### src/rtl/thread_group_scheduler_pkg.sv
// Shared constants, FSM state type and helpers for the thread-group scheduler.
package thread_group_scheduler_pkg;

    // Thread-width modes as presented on cmd_mode.
    localparam logic [1:0] MODE_FULL    = 2'b00;
    localparam logic [1:0] MODE_HALF    = 2'b01;
    localparam logic [1:0] MODE_QUARTER = 2'b10;
    localparam logic [1:0] MODE_RSVD    = 2'b11;

    // Thread-mask decoder codes understood by the compute unit.
    localparam logic [3:0] TM_ALL     = 4'b0000;
    localparam logic [3:0] TM_HALF_LO = 4'b1000;
    localparam logic [3:0] TM_HALF_HI = 4'b1010;
    localparam logic [3:0] TM_Q0      = 4'b1100;
    localparam logic [3:0] TM_Q1      = 4'b1101;
    localparam logic [3:0] TM_Q2      = 4'b1110;
    localparam logic [3:0] TM_Q3      = 4'b1111;

    typedef enum logic [1:0] {
        ST_IDLE  = 2'b00,
        ST_ISSUE = 2'b01,
        ST_DONE  = 2'b10
    } state_e;

    // Non-empty flag per thread group; the reserved mode behaves as 8-wide.
    function automatic logic [3:0] build_pend(input logic [1:0] mode, input logic [7:0] mask);
        logic [3:0] pend;
        case (mode)
            MODE_HALF:    pend = {2'b00, |mask[7:4], |mask[3:0]};
            MODE_QUARTER: pend = {|mask[7:6], |mask[5:4], |mask[3:2], |mask[1:0]};
            default:      pend = {3'b000, |mask};
        endcase
        return pend;
    endfunction

    // Decoder code for group idx under the given mode.
    function automatic logic [3:0] tm_code(input logic [1:0] mode, input logic [1:0] idx);
        logic [3:0] code;
        case (mode)
            MODE_HALF:    code = idx[0] ? TM_HALF_HI : TM_HALF_LO;
            MODE_QUARTER: begin
                case (idx)
                    2'd0:    code = TM_Q0;
                    2'd1:    code = TM_Q1;
                    2'd2:    code = TM_Q2;
                    default: code = TM_Q3;
                endcase
            end
            default:      code = TM_ALL;
        endcase
        return code;
    endfunction

endpackage

### src/rtl/thread_group_scheduler_if.sv
// Command, issue and completion signals between front end, scheduler and datapath.
interface thread_group_scheduler_if #(
    parameter int TAG_W = 4
);
    logic             cmd_valid;
    logic             cmd_ready;
    logic [1:0]       cmd_mode;
    logic [7:0]       cmd_exec_mask;
    logic [TAG_W-1:0] cmd_tag;
    logic             issue_valid;
    logic             issue_ready;
    logic [3:0]       issue_threads_mask;
    logic [TAG_W-1:0] issue_tag;
    logic             issue_last;
    logic             done_valid;
    logic [TAG_W-1:0] done_tag;
    logic             busy;

    // Environment side: front end plus datapath.
    modport master (
        output cmd_valid, cmd_mode, cmd_exec_mask, cmd_tag, issue_ready,
        input  cmd_ready, issue_valid, issue_threads_mask, issue_tag, issue_last,
        input  done_valid, done_tag, busy
    );

    // Scheduler side.
    modport slave (
        input  cmd_valid, cmd_mode, cmd_exec_mask, cmd_tag, issue_ready,
        output cmd_ready, issue_valid, issue_threads_mask, issue_tag, issue_last,
        output done_valid, done_tag, busy
    );
endinterface

### src/rtl/thread_group_scheduler_group_pick.sv
// Lowest-set-bit priority encoder over the pending thread groups.
module group_pick (
    input  logic [3:0] req_i,
    output logic [1:0] idx_o,
    output logic [3:0] onehot_o,
    output logic       is_last_o
);

    // Scan from the top so the lowest set bit wins.
    always_comb begin
        idx_o     = 2'd0;
        onehot_o  = 4'b0000;
        for (int i = 3; i >= 0; i--) begin
            if (req_i[i]) begin
                idx_o    = 2'(i);
                onehot_o = 4'b0001 << i;
            end
        end
        is_last_o = (req_i != 4'b0000) && ((req_i & (req_i - 4'd1)) == 4'b0000);
    end

endmodule

### src/rtl/thread_group_scheduler.sv
// Splits one compute-unit command into 1, 2 or 4 issue passes, skipping empty groups.
module thread_group_scheduler
    import thread_group_scheduler_pkg::*;
#(
    parameter int TAG_W = 4
) (
    input  logic                     clk,
    input  logic                     rst_n,
    thread_group_scheduler_if.slave  bus
);

    state_e           state_q;
    logic [3:0]       pend_q;
    logic [1:0]       mode_q;
    logic [TAG_W-1:0] tag_q;
    logic             ready_q;

    logic [3:0]       cmd_pend;
    logic [1:0]       pick_idx;
    logic [3:0]       pick_onehot;
    logic             pick_last;
    logic             in_issue;

    assign cmd_pend = build_pend(bus.cmd_mode, bus.cmd_exec_mask);
    assign in_issue = (state_q == ST_ISSUE);

    group_pick u_pick (
        .req_i     (pend_q),
        .idx_o     (pick_idx),
        .onehot_o  (pick_onehot),
        .is_last_o (pick_last)
    );

    // Command FSM: accept, walk the pending groups one handshake at a time, then a single DONE cycle.
    // ready_q is a register so cmd_ready stays low throughout reset and rises on the first edge after release.
    always_ff @(posedge clk or negedge rst_n) begin
        if (!rst_n) begin
            state_q <= ST_IDLE;
            pend_q  <= 4'b0000;
            mode_q  <= MODE_FULL;
            tag_q   <= '0;
            ready_q <= 1'b0;
        end else begin
            case (state_q)
                ST_IDLE: begin
                    if (bus.cmd_valid && ready_q) begin
                        tag_q   <= bus.cmd_tag;
                        mode_q  <= (bus.cmd_mode == MODE_RSVD) ? MODE_FULL : bus.cmd_mode;
                        pend_q  <= cmd_pend;
                        state_q <= (cmd_pend != 4'b0000) ? ST_ISSUE : ST_DONE;
                        ready_q <= 1'b0;
                    end else begin
                        ready_q <= 1'b1;
                    end
                end
                ST_ISSUE: begin
                    if (bus.issue_ready) begin
                        pend_q <= pend_q & ~pick_onehot;
                        if (pick_last) begin
                            state_q <= ST_DONE;
                        end
                    end
                end
                ST_DONE: begin
                    state_q <= ST_IDLE;
                    ready_q <= 1'b1;
                end
                default: begin
                    state_q <= ST_IDLE;
                    pend_q  <= 4'b0000;
                    ready_q <= 1'b0;
                end
            endcase
        end
    end

    // Outputs are decoded from registered state only.
    assign bus.cmd_ready          = ready_q;
    assign bus.issue_valid        = in_issue;
    assign bus.issue_threads_mask = in_issue ? tm_code(mode_q, pick_idx) : TM_ALL;
    assign bus.issue_tag          = tag_q;
    assign bus.issue_last         = in_issue & pick_last;
    assign bus.done_valid         = (state_q == ST_DONE);
    assign bus.done_tag           = tag_q;
    assign bus.busy               = (state_q != ST_IDLE);

endmodule

### src/flat_wrapper.sv
// flat-port wrapper written by rule: the top's interface ports become plain ports
module thread_group_scheduler_flat import thread_group_scheduler_pkg::*;
#(
    parameter int TAG_W = 4
)
  (clk, rst_n, bus_cmd_valid, bus_cmd_mode, bus_cmd_exec_mask, bus_cmd_tag, bus_issue_ready, bus_cmd_ready, bus_issue_valid, bus_issue_threads_mask, bus_issue_tag, bus_issue_last, bus_done_valid, bus_done_tag, bus_busy);
  thread_group_scheduler_if #(.TAG_W(TAG_W)) bus_i ();
  input  logic clk;
  input  logic rst_n;
  input wire logic [$bits(bus_i.cmd_valid)-1:0] bus_cmd_valid;
  input wire logic [$bits(bus_i.cmd_mode)-1:0] bus_cmd_mode;
  input wire logic [$bits(bus_i.cmd_exec_mask)-1:0] bus_cmd_exec_mask;
  input wire logic [$bits(bus_i.cmd_tag)-1:0] bus_cmd_tag;
  input wire logic [$bits(bus_i.issue_ready)-1:0] bus_issue_ready;
  output wire logic [$bits(bus_i.cmd_ready)-1:0] bus_cmd_ready;
  output wire logic [$bits(bus_i.issue_valid)-1:0] bus_issue_valid;
  output wire logic [$bits(bus_i.issue_threads_mask)-1:0] bus_issue_threads_mask;
  output wire logic [$bits(bus_i.issue_tag)-1:0] bus_issue_tag;
  output wire logic [$bits(bus_i.issue_last)-1:0] bus_issue_last;
  output wire logic [$bits(bus_i.done_valid)-1:0] bus_done_valid;
  output wire logic [$bits(bus_i.done_tag)-1:0] bus_done_tag;
  output wire logic [$bits(bus_i.busy)-1:0] bus_busy;
  assign bus_i.cmd_valid = bus_cmd_valid;
  assign bus_i.cmd_mode = bus_cmd_mode;
  assign bus_i.cmd_exec_mask = bus_cmd_exec_mask;
  assign bus_i.cmd_tag = bus_cmd_tag;
  assign bus_i.issue_ready = bus_issue_ready;
  assign bus_cmd_ready = bus_i.cmd_ready;
  assign bus_issue_valid = bus_i.issue_valid;
  assign bus_issue_threads_mask = bus_i.issue_threads_mask;
  assign bus_issue_tag = bus_i.issue_tag;
  assign bus_issue_last = bus_i.issue_last;
  assign bus_done_valid = bus_i.done_valid;
  assign bus_done_tag = bus_i.done_tag;
  assign bus_busy = bus_i.busy;
  thread_group_scheduler #(.TAG_W(TAG_W)) u_core (.clk(clk), .rst_n(rst_n), .bus(bus_i));
endmodule
### config.mk
export PLATFORM = sky130hd
export DESIGN_NAME = thread_group_scheduler_flat
export DESIGN_NICKNAME = d
export VERILOG_FILES = /design/src/rtl/thread_group_scheduler_pkg.sv /design/src/rtl/thread_group_scheduler_if.sv /design/src/rtl/thread_group_scheduler_group_pick.sv /design/src/rtl/thread_group_scheduler.sv /design/src/flat_wrapper.sv
export SDC_FILE = /design/constraint.sdc
export NUM_CORES = 1
export LEC_CHECK = 0
export ABC_AREA = 1
export CAP_MARGIN = 20
export CORE_AREA = 8 8 70 48
export DETAILED_ROUTE_END_ITERATION = 6
export DIE_AREA = 0 0 78 56
export GPL_ROUTABILITY_DRIVEN = 0
export GPL_TIMING_DRIVEN = 1
export PLACE_DENSITY_LB_ADDON = 0.12
export SLEW_MARGIN = 0
export SYNTH_ARGS = -nofsm -noshare
export SYNTH_HDL_FRONTEND = slang
export SYNTH_HIERARCHICAL = 1
export SYNTH_SLANG_ARGS = --single-unit
### constraint.sdc
create_clock -name clk -period 1.5 [get_ports clk]
set_input_delay 0.45 -clock clk [delete_from_list [all_inputs] [get_ports clk]]
set_output_delay 0.45 -clock clk [all_outputs]
set_load 0.1 [all_outputs]
Word level (Yosys, flattened, before mapping)
Index checks and enable logic that the tools add are counted.

word-level totals
  output and inout port bits = 17
  register bits = 13
  logic and storage cells = 65

operators by class
  $add $sub $neg = 1
  eq/ne operators = 12
  reductions and logical operators = 18
  multiplexer cells = 24
  bitwise operators = 5

operator list
  cell                                                   count
  two-way mux 4 bit                                      7
  two-way mux 2 bit                                      10
  one-hot mux 4 bit (2 select lines)                     2
  one-hot mux 4 bit (3 select lines)                     1
  == test 2 bit, second input constant                   5
  AND 4 bit                                              2
  == test 2 x 1 -> 1 bit, second input constant          4
  nonzero test 4 bit                                     2
  OR reduction 2 bit                                     4
  OR reduction 4 bit                                     2
  OR reduction 8 bit                                     1
  one-hot mux 2 bit (3 select lines)                     1
  AND reduction 3 bit                                    2
  logical NOT 2 bit                                      2
  logical NOT 4 bit                                      1
  inequality test 2 x 1 -> 1 bit, second input constant  2
  NOT 4 bit                                              1
  one-hot mux 2 bit (2 select lines)                     1
  subtractor 4 x 1 -> 4 bit, second input constant       1
  one-hot mux 1 bit (3 select lines)                     1
  logical AND 1 bit                                      2
  inequality test 2 bit, second input constant           1
  AND reduction 2 bit                                    1
  nonzero test 2 bit                                     1
  3 further kinds                                        3

Logic depth before layout (Yosys ltp)
Gate-level depths: netlist of run 1.

  depth after elaboration = 8
  depth in mapped cells = 8
  mapped depth without buffers = 8

Modules after synthesis
The synthesis of run 1 kept the hierarchy.

modules (own cells, without submodules)
  module                  times used  seq. area each (um2)  cells each  area each (um2)
  thread_group_scheduler  1           325.3                 104         873.3
  group_pick              1           0.0                   20          85.1

Least setup slack after synthesis of run 1
OpenSTA, ideal clock, no wires.

  path type = register -> output
  from = register u_core.mode_q[0]
  to = output port bus_issue_threads_mask[1]
  stages on the path, launching flop included = 5
  arrival = 4.275 ns
  buffers on the path = 0
  slack = -3.225 ns
  required time = 1.050 ns
  path through = dfrtp_1 inv_1 ha_1 nor2_1 a21boi_0

on the way
  longest elaborated chain between the ends = 3
  elaborated cells on any way between the ends = 4
  those cells by class = eq/ne (2); mux (2)

ends and longest elaborated chain
  item                                                     line                              RTL
  start: declaration                                       thread_group_scheduler.sv:14      logic [1:0] mode_q;
  start signal: assignment                                 thread_group_scheduler.sv:48      mode_q <= (bus.cmd_mode == MODE_RSVD) ? MODE_FULL : bus.cmd_mode;
  == test 2 bit or == test 2 x 1 -> 1 bit (tied branches)  thread_group_scheduler_pkg.sv:39  case (mode)
  one-hot mux 4 bit (2 select lines) *                     thread_group_scheduler_pkg.sv:39
  two-way mux 4 bit *                                      thread_group_scheduler.sv:80      assign bus.issue_threads_mask = in_issue ? tm_code(mode_q, pick_idx) : TM_ALL;
  end: declaration                                         flat_wrapper.sv:17                output wire logic [$bits(bus_i.issue_threads_mask)-1:0] bus_issue_threads_mask;

Mark *: on every way between the ends. The rest lies on a longest branch, timed or not.

Final worst setup path of run 1
  from = register u_core.pend_q[0]
  to = output port bus_issue_last

on the way
  longest elaborated chain between the ends = 5
  elaborated cells on any way between the ends = 6
  those cells by class = add/sub (1); bitwise (2); reduce/logical (3)

ends and longest elaborated chain
  item                       line                                     RTL
  start: declaration         thread_group_scheduler.sv:13             logic [3:0] pend_q;
  start signal: assignment   thread_group_scheduler.sv:49             pend_q <= cmd_pend;
  start signal: assignment   thread_group_scheduler.sv:58             pend_q <= pend_q & ~pick_onehot;
  subtractor 4 x 1 -> 4 bit  thread_group_scheduler_group_pick.sv:19  is_last_o = (req_i != 4'b0000) && ((req_i & (req_i - 4'd1)) == 4'b0000);
  AND 4 bit                  thread_group_scheduler_group_pick.sv:19
  logical NOT 4 bit          thread_group_scheduler_group_pick.sv:19
  logical AND 1 bit *        thread_group_scheduler_group_pick.sv:19
  net u_core.pick_last       thread_group_scheduler.sv:21             logic pick_last;
  AND 1 bit *                thread_group_scheduler.sv:82             assign bus.issue_last = in_issue & pick_last;
  end: declaration           flat_wrapper.sv:19                       output wire logic [$bits(bus_i.issue_last)-1:0] bus_issue_last;

The timed path passes the listed nets; every way through them passes the cells marked *.

==> results.md, run 1 <==
- Clock transition at path regs: 0.06 ns
- Max_cap viols: 0
- F_max: 0.512 GHz
- Clock tree buffer depth: 2
- Number of H-tree branching levels: 1
- Slew headroom: 0.824
- Core Region: 2350 um2
- Initial cell density of the core: 0.408
- Clock Latency Late Sink: 0.24 ns
- Period Utilization, post-route: 1.30
- Max FO, Critical Path: 7
- Mapped Area: 958 um2
- Via count: 1116
- RSZ-0062 raised after global routing: yes
- Failing checks: setup timing
- Final setup fails: 12
- CP Class: flip-flop to primary output
- DRC Markers: 0
- Die ar.: 4370 um2
- Vias/cell: 4.94
- Cell variety after synth: 28
- Ys flop type: dfrtp_1
- Largest net degree at the start of global routing: 14
- Post-synthesis adder-cell area fraction: 0.0783
- First DRT Iteration DRCs: 66
- Worst path required time: 1.05 ns
- Post-synthesis register bit count: 13
- Num CTS Buffers: 3
- CP Capture Type: primary output
- ANT cells: 0
- Detail Route Antenna Nets: 0
- Final hold vios: 0
- Status: finished, violations left
- Hpwl dp: 2690 um
- Clock Skew: 0.00464 ns
- Multiplexer share of the synthesized area: 0.0587
- Global Route Usage Sum: 0.171
- WP data arrival: 1.50 ns
- PortBufs: 34
- # IOs: 35
- Syn Nets: 148
- Setup ws final: -0.452 ns
- Util after Layout: 0.859
- Synth Area in Compound Gates: 0.127
- Post-synthesis sequential area ratio: 0.339
- YS warnings: 6
- # rows: 14
- Die Y: 56 um
- Layout Cells excl Fill: 226
- Average footprint of a synthesized cell: 7.73 um2
- Synth Area in Simple Gates: 0.264
- Initial antenna violation count: 0
- Hold Crit Class: input pin to async pin
- Final Instance Area: 2020 um2
- DRT Pass-1 Iters: 4
- Largest family of logic cells by synthesized area: simple AND/OR/NAND/NOR gates
- Synth Area in XOR/XNOR: 0
- Number of global-route vias before repair: 1201
- Layout Nets: 219
- Post-synth ARST share: 1.00
- Routed WL: 3970 um
- Worst slew pin tran: 0.263 ns
- Grt ovf: 0
- Post-synth EDFFs: 0
- Layout cells sized above 1: 0.577
- Fin crit period: 1.95 ns
- Inst Count DP: 208
- Post-DP Area: 1710 um2
- Global-route wire length before repair: 6000 um
- Area growth, synth to finish: 110%
- Cts hold-fix bufs: 0
- Die Wd: 78 um
- Clock Sinks: 13
- Final max-slew violation count: 0
- Setup crit start kind: flip-flop
- TritonCTS clock tree: yes
- Routed len/inst: 17.5 um
- Post-synthesis cell count: 124
- Clock root buffer: clkbuf_8
final cells by class:
type                            count  area, um2
Timing Repair Buffer               72        833
Multi-Input combinational cell     84        678
Sequential cell                    13        334
Fill cell                         126        332
Inverter                           21       85.1
Clock buffer                        4       45.0
Tap cell                           32       40.0
cell usage after synthesis, types with 2 or more instances:
cell type / count / area [um2]
buf_4: 5 / 37.5
nor2_4: 2 / 22.5
mux2_4: 3 / 45.0
o21ai_1: 6 / 30.0
ha_1: 6 / 75.1
inv_1: 18 / 67.6
inv_2: 3 / 11.3
dfrtp_1: 13 / 325
nand3_1: 2 / 10.0
nand2_1: 28 / 105
a21oi_1: 5 / 25.0
nand2_2: 2 / 12.5
o21ai_0: 2 / 10.0
nor2_1: 15 / 56.3
metrics by stage:
step | hold slack (ns) | setup WS [ns] | TNS, ns
floorplan | 0.154 | -0.802 | -4.51
global placement | 0.512 | -0.363 | -2.88
detailed placement | 0.556 | -0.444 | -3.64
CTS | 0.508 | -0.439 | -2.69
global route | 0.528 | -0.503 | -2.93
finish | 0.509 | -0.452 | -2.37
per-layer routing:
metal / wire length, um / GRT usage / part of all wire / vias up
li1: - / - / - / 524
met1: 1620 / 0.177 / 0.41 / 530
met2: 2060 / 0.320 / 0.52 / 48
met3: 166 / 0.0323 / 0.042 / 14
met4: 122 / 0.0866 / 0.031 / 0
met5: 0 / 0 / 0 / -
state kept, by name (all words and copies together), names as in the netlist:
signal	count
u_core/bus.cmd_ready	1
u_core/mode_q	2
u_core/state_q	2
u_core/pend_q	4
u_core/bus.done_tag	4
cells in the final DEF, fill, tap and decap left out, types with 2 or more instances in the layout:
cell             synthesis  layout
ha_1                     6       3
nand2_1                 28      22
o21ai_2                  0       4
nand2_4                  1       3
dfrtp_2                  0       7
a21oi_2                  1       2
dlygate4sd2_1            0       3
inv_2                    3       8
nand2_2                  2       6
buf_12                   0      17
clkdlybuf4s50_1          0      14
nor2_4                   2       8
mux2_4                   3       4
nand3_1                  2       2
ha_4                     0       2
a21oi_1                  5       2
dfrtp_1                 13       6
a21oi_4                  0       2
o21ai_1                  6       4
clkbuf_8                 0       3
inv_1                   18      11
buf_6                    1      11
buf_4                    5      27
nor2_1                  15       9
critical path, cell delays in order (launching register included):
cell	delay [ns]
dfrtp_2	0.49
nor2_1	0.16
nand2_2	0.08
a21oi_2	0.15
inv_2	0.07
nor2_4	0.13
buf_12	0.18
logic make-up after synthesis:
| kind of cell | after synthesis |
|---|---|
| flip-flops | 13 |
| multiplexers | 4 |
| AND/OR/NAND/NOR | 55 |
| buffers and inverters | 27 |
| AO/OA/AOI/OAI | 19 |
| adder cells (fa/ha/maj) | 6 |
worst paths after layout:
path                                         from                endpoint  slack (ns)  depth (start not counted)
max                              u_core/pend_q[0]          bus_issue_last       -0.45                          6
min                                         rst_n        u_core/mode_q[1]        0.51                          2
max reg2reg                      u_core/pend_q[0]       u_core/state_q[0]       -0.08                          8
min reg2reg                u_core/bus.done_tag[0]  u_core/bus.done_tag[0]        0.61                          1
max in group asynchronous                   rst_n  u_core/bus.done_tag[2]        0.81                          2
min in group clk           u_core/bus.done_tag[0]  u_core/bus.done_tag[0]        0.61                          1
timing repair:
item | 4_1_cts | 5_1_grt
setup endpoints to repair | 13 | 20
gates resized for setup | 29 | 27
pin swaps | 10 | 17
buffers inserted | 14 | 10
Power of run 1 is left out: the tool's default activity adds up to more than one toggle a clock period on the data nets, which glitch-free logic cannot reach.
==> run 2, diff against run 1 <==
Settings changed: CTS_CLUSTER_DIAMETER set to 30.
==> results of run 2 <==
No change in the layout: final DEF, timing and power equal those of run 1.
Power of run 2 is left out for the same reason.
==> run 3, diff against run 2 <==
Settings changed: ABC_CLOCK_PERIOD_IN_PS set to 1500, SLEW_MARGIN 0 to 30.
==> results of run 3 <==
No change in the layout: final DEF, timing and power equal those of run 1.
Power of run 3 is left out for the same reason.
